**config.mk**
```make
export PLATFORM = sky130hd
export DESIGN_NAME = exc_commit_ctrl
export DESIGN_NICKNAME = d
export VERILOG_FILES = /design/src/rtl/mips_exc_pkg.sv /design/src/rtl/exc_int_sampler.sv /design/src/rtl/exc_commit_ctrl.sv
export SDC_FILE = /design/constraint.sdc
export NUM_CORES = 1
export LEC_CHECK = 0
export BUFFER_PORTS_ARGS = -buffer_cell sky130_fd_sc_hd__buf_4
export CAP_MARGIN = 20
export CORE_AREA = 2 2 89 91
export DETAILED_ROUTE_END_ITERATION = 7
export DIE_AREA = 0 0 91 93
export GPL_TIMING_DRIVEN = 0
export PLACE_DENSITY = 0.69
export SLEW_MARGIN = 30
export SYNTH_ARGS = -nofsm -noshare
export SYNTH_HDL_FRONTEND = slang
export SYNTH_HIERARCHICAL = 1
export SYNTH_SLANG_ARGS = --single-unit
export TNS_END_PERCENT = 30
```
**constraint.sdc**
```tcl
create_clock -name clk -period 2.1 [get_ports clk]
set_input_delay 0.105 -clock clk [delete_from_list [all_inputs] [get_ports clk]]
set_output_delay 0.105 -clock clk [all_outputs]
set_load 0.005 [all_outputs]
```
**src/rtl/mips_exc_pkg.sv**
```systemverilog
// Shared MIPS exception definitions: ExcCodes, the BEV=1 general exception vector,
// and the commit controller state encoding.
package mips_exc_pkg;

   localparam logic [4:0] EXC_INT  = 5'h00;
   localparam logic [4:0] EXC_ADEL = 5'h04;
   localparam logic [4:0] EXC_ADES = 5'h05;
   localparam logic [4:0] EXC_SYS  = 5'h08;
   localparam logic [4:0] EXC_BP   = 5'h09;
   localparam logic [4:0] EXC_RI   = 5'h0a;
   localparam logic [4:0] EXC_OV   = 5'h0c;

   localparam logic [31:0] EXC_VECTOR_BEV = 32'hbfc00380;

   typedef enum logic [0:0] {
      ST_IDLE     = 1'b0,
      ST_REDIRECT = 1'b1
   } exc_state_e;

endpackage

```
**src/rtl/exc_int_sampler.sv**
```systemverilog
// Registers the interrupt-pending condition, blanking it for one cycle after an
// MTC0 commit so Status/Cause writes take effect before the next sample.
module exc_int_sampler
   import mips_exc_pkg::*;
(
   input  logic       clk,
   input  logic       resetn,
   input  logic [7:0] int_req,
   input  logic       cp0_status_ie,
   input  logic       cp0_status_exl,
   input  logic       mtc0_commit,
   output logic       int_pend
);

   logic mask_hold;

   always_ff @(posedge clk or negedge resetn) begin
      if (!resetn) begin
         mask_hold <= 1'b0;
         int_pend  <= 1'b0;
      end else begin
         mask_hold <= mtc0_commit;
         int_pend  <= (|int_req) & cp0_status_ie & ~cp0_status_exl & ~mask_hold;
      end
   end

endmodule

```
**src/rtl/exc_commit_ctrl.sv**
```systemverilog
// Writeback exception/interrupt/ERET commit controller driving CP0 strobes and the
// fetch redirect. Optional counters are built when EXC_STATS_EN is defined.
//
//   state    | meaning
//   ---------+----------------------------------------------------------
//   IDLE     | WB may commit; strobes fire combinationally on wb_valid
//   REDIRECT | flush held, redirect_pc offered until fetch accepts it
module exc_commit_ctrl
   import mips_exc_pkg::*;
#(
   parameter logic [31:0] EXC_VECTOR = EXC_VECTOR_BEV,
   parameter logic [4:0]  INT_EXCODE = EXC_INT
) (
   input  logic        clk,
   input  logic        resetn,
   input  logic        wb_valid,
   output logic        wb_ready,
   input  logic [31:0] wb_pc_in,
   input  logic        wb_bd_in,
   input  logic        wb_ex_in,
   input  logic [4:0]  wb_excode_in,
   input  logic [31:0] wb_badvaddr_in,
   input  logic        wb_eret,
   input  logic        wb_mtc0,
   input  logic [7:0]  int_req,
   input  logic        cp0_status_ie,
   input  logic        cp0_status_exl,
   input  logic [31:0] cp0_epc,
   output logic        wb_ex,
   output logic [4:0]  wb_excode,
   output logic        wb_bd,
   output logic [31:0] wb_pc,
   output logic [31:0] wb_badvaddr,
   output logic        eret_flush,
   output logic        flush,
   output logic        redirect_valid,
   output logic [31:0] redirect_pc,
   input  logic        redirect_ready
`ifdef EXC_STATS_EN
   ,
   output logic [31:0] exc_cnt,
   output logic [31:0] int_cnt
`endif
);

   localparam logic [0:0] IDLE     = ST_IDLE;
   localparam logic [0:0] REDIRECT = ST_REDIRECT;

   logic [0:0] state;
   logic       int_pend;
   logic       fire;
   logic       take_int;
   logic       take_exc;
   logic       take_eret;
   logic       mtc0_commit;

   exc_int_sampler u_int_sampler (
      .clk            (clk),
      .resetn         (resetn),
      .int_req        (int_req),
      .cp0_status_ie  (cp0_status_ie),
      .cp0_status_exl (cp0_status_exl),
      .mtc0_commit    (mtc0_commit),
      .int_pend       (int_pend)
   );

   assign wb_ready  = (state == IDLE);
   assign fire      = wb_valid & wb_ready;
   assign take_int  = fire & int_pend;
   assign take_exc  = fire & ~int_pend & wb_ex_in;
   assign take_eret = fire & ~int_pend & ~wb_ex_in & wb_eret;

   // An MTC0 only counts as committed when nothing preempts it.
   assign mtc0_commit = fire & ~int_pend & ~wb_ex_in & ~wb_eret & wb_mtc0;

   assign wb_ex       = take_int | take_exc;
   assign wb_excode   = take_int ? INT_EXCODE : (take_exc ? wb_excode_in : 5'd0);
   assign wb_bd       = wb_ex & wb_bd_in;
   assign wb_pc       = wb_ex ? wb_pc_in : 32'd0;
   assign wb_badvaddr = wb_ex ? wb_badvaddr_in : 32'd0;
   assign eret_flush  = take_eret;

   assign redirect_valid = (state == REDIRECT);
   assign flush          = redirect_valid | wb_ex | eret_flush;

   always_ff @(posedge clk or negedge resetn) begin
      if (!resetn) begin
         state       <= IDLE;
         redirect_pc <= 32'd0;
      end else begin
         case (state)
            IDLE: begin
               if (wb_ex) begin
                  redirect_pc <= EXC_VECTOR;
                  state       <= REDIRECT;
               end else if (eret_flush) begin
                  redirect_pc <= cp0_epc;
                  state       <= REDIRECT;
               end
            end
            default: begin
               if (redirect_ready) begin
                  state <= IDLE;
               end
            end
         endcase
      end
   end

`ifdef EXC_STATS_EN
   always_ff @(posedge clk or negedge resetn) begin
      if (!resetn) begin
         exc_cnt <= 32'd0;
         int_cnt <= 32'd0;
      end else begin
         if (wb_ex && (wb_excode != INT_EXCODE)) begin
            exc_cnt <= exc_cnt + 32'd1;
         end
         if (take_int) begin
            int_cnt <= int_cnt + 32'd1;
         end
      end
   end
`endif

endmodule

```
==> impl_metrics.toml <==
[min_path]
min_to = "redirect_valid"
min_path_cells = 2
worstHoldPathType = "input pin to register"
worstHoldStart = "redirect_ready"

[logic_synthesis]
synth.yosys.warnings = 6
synth_fp_nets = 287
synth_sequential_area_ratio = 0.492
synth_cell_types = 23
synth-edff-count = 0
ys_seq_elements = 35
synth_flop_cell = "dfrtp_1"
synth_area_per_cell_um2 = 10.6
syn_inst = 168
syn_area_um2 = 1780
synth-async-reset-ratio = 1.00

[critical_path]
worst_r2r_path_depth = 4
worstSetupPathType = "register to output port"
path_cells = "nand2b_1, nor2_1, buf_2, clkbuf_2, and2_1, buf_4"
crit_path_max_incr_delay_ns = 0.43
critPathArrivalTime_ns = 1.79
cp-start-kind = "register"
r2r_start = "u_int_sampler/int_pend"
endpoint_kind = "output port"
crit_fanout = 10
rr_endpoint = "redirect_valid"
slowest_stage = "dfrtp_1"
required_ns = 2.00
r2r_slack_ns = 0.68
critical_path.startpoint = "redirect_valid"

[sta]
rsz0062_at_grt = "no"
setup_tns_ns = 0
fin_crit_sh = 0.903
tightestPinTransition_ns = 0.735
slew_violations = 0
max_slew_margin = 0.509
fin_skew_ns = 0.00632
setup_viol = 0
max_freq_mhz = 527
period_needed_ns = 1.90
hold_violations = 0

[routing]
drt_wl_total_mm = 7.08
drtIter0Drc = 50
vias_per_cell = 4.18
vias = 2105
wl_per_cell_um = 14.0
drt_pass1_iterations = 4
drcViolationCount = 0
ant_nets = 0

[final_layout]
final_cell_mix = "225 x buf_4, 70 x and2_1, 35 x dfrtp_1, 20 x a22o_1, 12 x o22a_1"
final_net_count = 520
area_growth_pct = 109
drive_above_1_share = 0.617
diodes = 0
final_common_cell = "buf_4"
stdcell_area_um2 = 3730

[power_and_ir_drop]
powerDensity_nw_per_um2 = 556
p_clk_frac = 0.310
comb_power_share = 0.308
p_seq_frac = 0.382
switching_power_mw = 0.517
p_int_mw = 1.56
p_leak_nw = 2.01
p_sw_frac = 0.249
peakVddDrop_mv = 0.333

[clocking]
cts.sinks = 35
cts_buffer_depth = 2
numCtsBuffers = 5
cts_tree = "yes"
htree_num_levels = 2
cts-root-buf = "clkbuf_8"
clk_pin_slew_ns = 0.07
clk_latency_ns = 0.28
post_cts_buffers = 0

[global_route]
grt_pass1_wl_mm = 10.5
grt_max_degree = 36
antenna_found_initial = 0
grt_usage = 0.155
grt_pass1_vias = 2049
overflow = 0

[place]
io_buffers = 225
place_area_um2 = 3600
dp_hpwl_mm = 5.94
place.gp.congestion = 0.723

[floorplan]
coreArea_um2 = 7530
die_y_um = 93
ios = 226
initial_core_util = 0.237
rows = 32
die-area_um2 = 8460
die_w_um = 91

[outcome]
status = "finished clean"

[run]
cap_violations = 0
## cells by family after synthesis
family	after synthesis	share of synthesized area
AND/OR/NAND/NOR	82	0.294
flip-flops	35	0.492
AO/OA/AOI/OAI	35	0.170
buffers and inverters	16	0.0449
## worst max-delay path by stage
stage / cells after the start / to / slack (ns)
2_1_floorplan: 4 / redirect_pc[22] / 0.77
4_1_cts: 6 / wb_badvaddr[4] / 0.16
3_5_place_dp: 6 / wb_badvaddr[4] / 0.47
5_1_grt: 6 / wb_pc[20] / 0.04
6_report: 6 / wb_badvaddr[4] / 0.20
3_3_place_gp: 6 / wb_pc[20] / 0.50
## power by group through the flow
stage / sequential (mW) / clock, mW / combinational [mW]
6_report: 0.792 / 0.644 / 0.639
5_1_grt: 0.802 / 0.696 / 0.697
4_1_cts: 0.792 / 0.662 / 0.650
3_5_place_dp: 0.802 / 0 / 0.648
3_3_place_gp: 0.803 / 0 / 0.639
2_1_floorplan: 0.805 / 0 / 0.193
## synthesized netlist by cell type (2+ instances only)
cell | count | area (µm²)
a22o_1 | 20 | 175
and2_1 | 70 | 438
buf_2 | 6 | 30.0
clkbuf_1 | 2 | 7.51
clkbuf_2 | 4 | 20.0
dfrtp_1 | 35 | 876
inv_1 | 2 | 7.51
nor2_1 | 2 | 7.51
nor4_1 | 2 | 12.5
o22a_1 | 12 | 105
## cell type report
cell class / count / area (µm²)
Tap cell: 102 / 128
Fill cell: 716 / 3800
Multi-Input combinational cell: 117 / 826
Inverter: 3 / 11.3
Clock inverter: 2 / 38.8
Timing Repair Buffer: 226 / 1700
Buffer: 13 / 68.8
Clock buffer: 6 / 82.6
Sequential cell: 35 / 876
## registers in the layout, summed over array words and instances (netlist names)
name,flops
redirect_valid,1
u_int_sampler/mask_hold,1
u_int_sampler/int_pend,1
redirect_pc,32
## critical path, delay by kind of cell (launching register included)
family	cells	cell delay (ns)
and+or+nand+nor	3	0.53
buffers and inverters	3	0.55
DFF	1	0.43
## stage by stage
step	util	hold slack, ns	setup WS [ns]	std cells	power (mW)
3_3_place_gp	0.478	0.0797	0.500	495	1.44
5_1_grt	0.496	0.00318	0.0408	504	2.19
4_1_cts	0.496	0.00475	0.158	504	2.10
3_5_place_dp	0.478	0.0812	0.472	495	1.45
6_report	0.496	0.0117	0.203	504	2.08
2_1_floorplan	-	-0.191	0.773	168	0.998
## layer usage
layer	wire length, µm	GRT usage	up-vias
li1	-	-	1036
met1	2780	0.186	952
met2	3660	0.275	111
met3	579	0.0483	6
met4	63	0.0290	0
met5	0	0	-
## what timing repair did
item                      CTS  global route
hold buffers                1             0
gates resized for setup     0             0
hold endpoints to repair   35             0
Power figures use the tool's default switching activity.
